[src/rtl/regs.sv]
// Integer register file: 32x32, two bypassed read ports, hardwired x0,
// post-reset clear sweep and a req/ack debug port.
module regs #(
  parameter int REG_NUM = 32,
  parameter int ADDR_W  = 5,
  parameter int DATA_W  = 32
) (
  input  logic              clk,
  input  logic              rst,
  input  logic [ADDR_W-1:0] reg1_raddr_i,
  output logic [DATA_W-1:0] reg1_rdata_o,
  input  logic [ADDR_W-1:0] reg2_raddr_i,
  output logic [DATA_W-1:0] reg2_rdata_o,
  input  logic [ADDR_W-1:0] reg_waddr_i,
  input  logic [DATA_W-1:0] reg_wdata_i,
  input  logic              reg_wen_i,
  output logic              init_busy_o,
  input  logic              dbg_req_i,
  input  logic              dbg_we_i,
  input  logic [ADDR_W-1:0] dbg_addr_i,
  input  logic [DATA_W-1:0] dbg_wdata_i,
  output logic              dbg_ack_o,
  output logic [DATA_W-1:0] dbg_rdata_o
);

  typedef enum logic [1:0] {
    S_INIT,
    S_IDLE,
    S_ACK
  } state_t;

  state_t              r_state;
  logic [ADDR_W-1:0]   r_cnt;
  logic                r_ack;
  logic [DATA_W-1:0]   r_rdata;
  logic [DATA_W-1:0]   r_regs [REG_NUM];

  logic              w_init;
  logic              w_byp1;
  logic              w_byp2;
  logic              w_bypd;
  logic              w_dbg_wr;
  logic [DATA_W-1:0] w_dbg_rd;

  assign w_init = (r_state == S_INIT);
  assign w_byp1 = reg_wen_i && (reg_waddr_i == reg1_raddr_i) && !w_init;
  assign w_byp2 = reg_wen_i && (reg_waddr_i == reg2_raddr_i) && !w_init;
  assign w_bypd = reg_wen_i && (reg_waddr_i == dbg_addr_i) && !w_init;

  assign reg1_rdata_o = (w_init || reg1_raddr_i == '0) ? '0 :
                        w_byp1 ? reg_wdata_i : r_regs[reg1_raddr_i];
  assign reg2_rdata_o = (w_init || reg2_raddr_i == '0) ? '0 :
                        w_byp2 ? reg_wdata_i : r_regs[reg2_raddr_i];
  assign w_dbg_rd     = (dbg_addr_i == '0) ? '0 :
                        w_bypd ? reg_wdata_i : r_regs[dbg_addr_i];

  // execute owns the write port; debug writes only slip into idle cycles
  assign w_dbg_wr = (r_state == S_IDLE) && dbg_req_i && dbg_we_i &&
                    !reg_wen_i && (dbg_addr_i != '0);

  assign init_busy_o = w_init;
  assign dbg_ack_o   = r_ack;
  assign dbg_rdata_o = r_rdata;

  always_ff @(posedge clk) begin
    if (!rst) begin
      if (w_init)
        r_regs[r_cnt] <= '0;
      else if (reg_wen_i) begin
        if (reg_waddr_i != '0)
          r_regs[reg_waddr_i] <= reg_wdata_i;
      end else if (w_dbg_wr)
        r_regs[dbg_addr_i] <= dbg_wdata_i;
    end
  end

  always_ff @(posedge clk) begin
    if (rst) begin
      r_state <= S_INIT;
      r_cnt   <= ADDR_W'(1);
      r_ack   <= 1'b0;
      r_rdata <= '0;
    end else begin
      unique case (r_state)
        S_INIT: begin
          r_ack <= 1'b0;
          r_cnt <= r_cnt + ADDR_W'(1);
          if (r_cnt == ADDR_W'(REG_NUM - 1))
            r_state <= S_IDLE;
        end
        S_IDLE: begin
          r_ack <= 1'b0;
          if (dbg_req_i) begin
            if (!dbg_we_i) begin
              r_rdata <= w_dbg_rd;
              r_ack   <= 1'b1;
              r_state <= S_ACK;
            end else if (!reg_wen_i) begin
              r_ack   <= 1'b1;
              r_state <= S_ACK;
            end
          end
        end
        S_ACK: begin
          r_ack   <= 1'b0;
          r_state <= S_IDLE;
        end
        default: begin
          r_ack   <= 1'b0;
          r_state <= S_INIT;
        end
      endcase
    end
  end

endmodule

[config.mk]
export PLATFORM = sky130hd
export DESIGN_NAME = regs
export DESIGN_NICKNAME = d
export VERILOG_FILES = /design/src/rtl/regs.sv
export SDC_FILE = /design/constraint.sdc
export NUM_CORES = 2
export LEC_CHECK = 0
export CAP_MARGIN = 10
export CORE_ASPECT_RATIO = 0.6
export CORE_MARGIN = 2
export CORE_UTILIZATION = 60
export DETAILED_ROUTE_END_ITERATION = 12
export PLACE_DENSITY = 0.78
export SLEW_MARGIN = 25
export SYNTH_ARGS = -nofsm -noshare
export SYNTH_HDL_FRONTEND = slang
export SYNTH_SLANG_ARGS = --single-unit
[constraint.sdc]
create_clock -name clk -period 6 [get_ports clk]
set_input_delay 1.2 -clock clk [delete_from_list [all_inputs] [get_ports clk]]
set_output_delay 1.2 -clock clk [all_outputs]
set_load 0.03 [all_outputs]
==> results by group <==
Run status
  – Outcome: completed

Timing
  – Crit share post-route: 95.88%
  – Fin. Hold Viols: 0
  – Setup Skew: 0.02862 ns
  – Worst slew margin: 22.68%
  – Achievable Freq: 0.1738 GHz
  – Least-Margin Pin Slew: 1.160 ns
  – Setup violators final: 0
  – Clock period minus worst slack: 5.753 ns
  – Max-slew violations: 0
  – Setup_tns: 0 ns
  – RSZ-0062 raised after global routing: false

Floorplanning
  – Row Count: 88
  – Core Region: 96230 sq um
  – Chip height: 245.4 um
  – Die X: 406.4 um
  – Starting Density: 60.57%
  – Total I/O pin count: 187
  – Die ar.: 99730 sq um

Yosys
  – Main combinational cell family by area after synthesis: multiplexers
  – Sequential share of the synthesized area: 54.13%
  – Post-Synth Simple-Gate Area: 2.625%
  – Synth Instances: 3446
  – Count leader, synth: edfxtp_1
  – Adder-cell area share of the yosys netlist: 0.04293%
  – Synth top cells by count: edfxtp_1 (1024), mux4_2 (644), mux2i_1 (192), clkbuf_1 (165), a22oi_1 (158)
  – Distinct cells, synth: 64
  – Post-synthesis mux area share: 29.52%
  – Mapped Area: 58280 sq um
  – Cell taking the most area after synthesis: edfxtp_1
  – Post-synth top flop: edfxtp_1
  – Post-Synth XOR/XNOR Area: 0.2555%
  – Avg Inst Size Synth: 16.91 sq um
  – Synth Net Count: 3537
  – Yosys Warn Count: 0
  – #FFs+latches synth: 1064
  – Synth Area in Compound Gates: 10.29%
  – Top cells by area, synth: edfxtp_1 (53%), mux4_2 (25%), mux2i_1 (3.3%), a22oi_1 (2.0%), dfxtp_1 (1.4%)
  – Synth async-reset ratio: 0%
  – Post-synth EDFFs: 1024
  – Post-synth top area share: 52.76%

Drt
  – Routed vias: 43360
  – Via density: 8.663
  – WL per Instance: 43.01 um
  – 1st-iter DRT viols: 9441
  – Total Routed Length: 215200 um
  – Remaining DRCs: 0
  – Drt first pass iters: 7
  – Final ANT Viol Nets: 0

Placement
  – Dpl hpwl: 126700 um
  – Post-DP Area: 62680 sq um
  – Placer Congestion: 0.9533
  – Port bufs: 186

Global routing
  – First-pass GRT wire length: 304900 um
  – Vias in the first global route: 42350
  – Overall Global Routing Usage: 43.31%
  – Initial antenna violation count: 5
  – Largest net degree at the start of global routing: 111
  – Gr ovfl total: 0

Worst hold path
  – Worst Hold Class: reg2reg

Layout
  – Multi-input gate area: 25380 sq um
  – Fin util: 68.58%
  – NumNets Final: 3694
  – # fillers: 6002
  – Reg area: 31550 sq um
  – Layout cell share with drive strength beyond 1: 33.03%
  – Post-route cell area: 66000 sq um
  – Synthesis-to-layout area growth: 13.23%

Worst setup path
  – Worst endpoint required time: 4.80 ns
  – Crit path max fanout: 15
  – CP Class: in2out
  – Crit. End Element: output port
  – CP startpoint kind: primary input
  – CP arrival: 4.55 ns

Clock tree
  – CTS hold repair buffers: 0
  – Total clock sinks: 1064
  – Num CTS Buffers: 98
  – CTS tree: done
  – Postcts setup bufs: 0
  – CTS resizes: 0
  – Clock Pin Slew Worst Setup and Hold Paths: 0.07 ns
  – Clock tree buffer depth: 3
  – # H-tree levels: 3
  – Worst-Skew Late Latency: 0.73 ns
  – Clock root buffer: clkbuf_16

Job
  – Max_cap viols: 0

Pwr
  – Pwr Total: 16.32 mW
  – Worst VDD drop: 222.6 uV
  – Power Density: 247.3 nW/um^2
  – Pleak: 22.76 nW
-- per-layer routing --
layer  GRT usage (%)  vias to the layer above  wire [um]
li1                -                    15440          -
met1           56.52                    21210      67720
met2           58.33                     5502      87620
met3           23.36                     1203      44520
met4           22.89                       10      15300
met5               0                        -         80
-- layout make-up --
class	instances	area share [%]
inverter	10	0.05688
tap	1305	2.474
timing repair buffer	400	6.254
clock inverter	58	0.8778
multi-input combinational	2029	38.45
clock buffer	127	4.036
antenna	12	0.04550
sequential	1064	47.81
-- flip-flops by register name (all words and copies together) (netlist names) --
signal,count
r_regs,1024
dbg_rdata_o,32
r_cnt,5
r_state,2
dbg_ack_o,1
-- layout by cell type, fill, tap and decap left out, types with 7 or more instances in the layout --
cell	n
a211oi_1	95
a21oi_1	42
a221oi_1	63
a221oi_2	31
a22o_1	47
a22o_2	15
a22oi_1	158
buf_12	50
buf_4	175
bufinv_16	9
clkbuf_1	21
clkbuf_16	100
clkdlybuf4s50_1	165
clkinv_1	11
clkinv_2	20
clkinvlp_4	7
dfxtp_1	40
diode_2	12
edfxtp_1	1024
inv_1	9
mux2_2	69
mux2i_1	192
mux4_2	644
nand2_1	137
nor2_1	44
nor2_4	19
nor2b_1	33
nor3_1	36
nor3_2	12
o2111a_1	31
o211ai_1	33
o21ai_0	51
o21ai_1	21
o221ai_1	32
o22ai_1	94
o31ai_1	33
xnor2_1	8
xor2_1	9
-- kinds of logic (layout without fill, tap and decap cells) --
| group | Yosys count | after routing |
|---|---|---|
| AOI/OAI and AO/OA | 777 | 777 |
| adders and majority gates | 2 | 2 |
| and+or+nand+nor | 328 | 328 |
| xor gates and xnor gates | 17 | 17 |
| DFF | 1064 | 1064 |
| other | 0 | 12 |
| muxes | 905 | 905 |
| buffers and inverters | 353 | 595 |
-- report_power, final --
part	internal, mW	switching, mW
Combinational	0.651	1.05
Clock	3.55	2.95
Sequential	8.08	0.0401
-- path summary, 6_finish.rpt --
check,depth (start not counted),start,slack [ns],endpoint
min,2,r_cnt[1],0.54,r_cnt[1]
max,6,reg_waddr_i[1],0.25,reg1_rdata_o[31]
max reg2reg,7,r_state[1],1.86,r_regs[8][15]
min reg2reg,2,r_cnt[1],0.54,r_cnt[1]
-- worst max-delay path, cell delays in order --
cell and delay, ns:
clkdlybuf4s50_1 0.66, xnor2_1 0.31, nand3_1 0.24, o21ai_4 0.94, o31ai_1 0.47, clkdlybuf4s50_1 0.72
-- stage by stage --
step / hold slack, ns / worst slack (ns) / instances
global placement: 0.5154 / 0.5082 / 4804
floorplan: 0.4931 / 0.8522 / 3446
detailed placement: 0.5255 / 0.5007 / 4807
global route: 0.5811 / 0.3599 / 4993
finish: 0.5381 / 0.2474 / 5005
CTS: 0.5349 / 0.5029 / 4992
(Power assumes the default switching activity.)
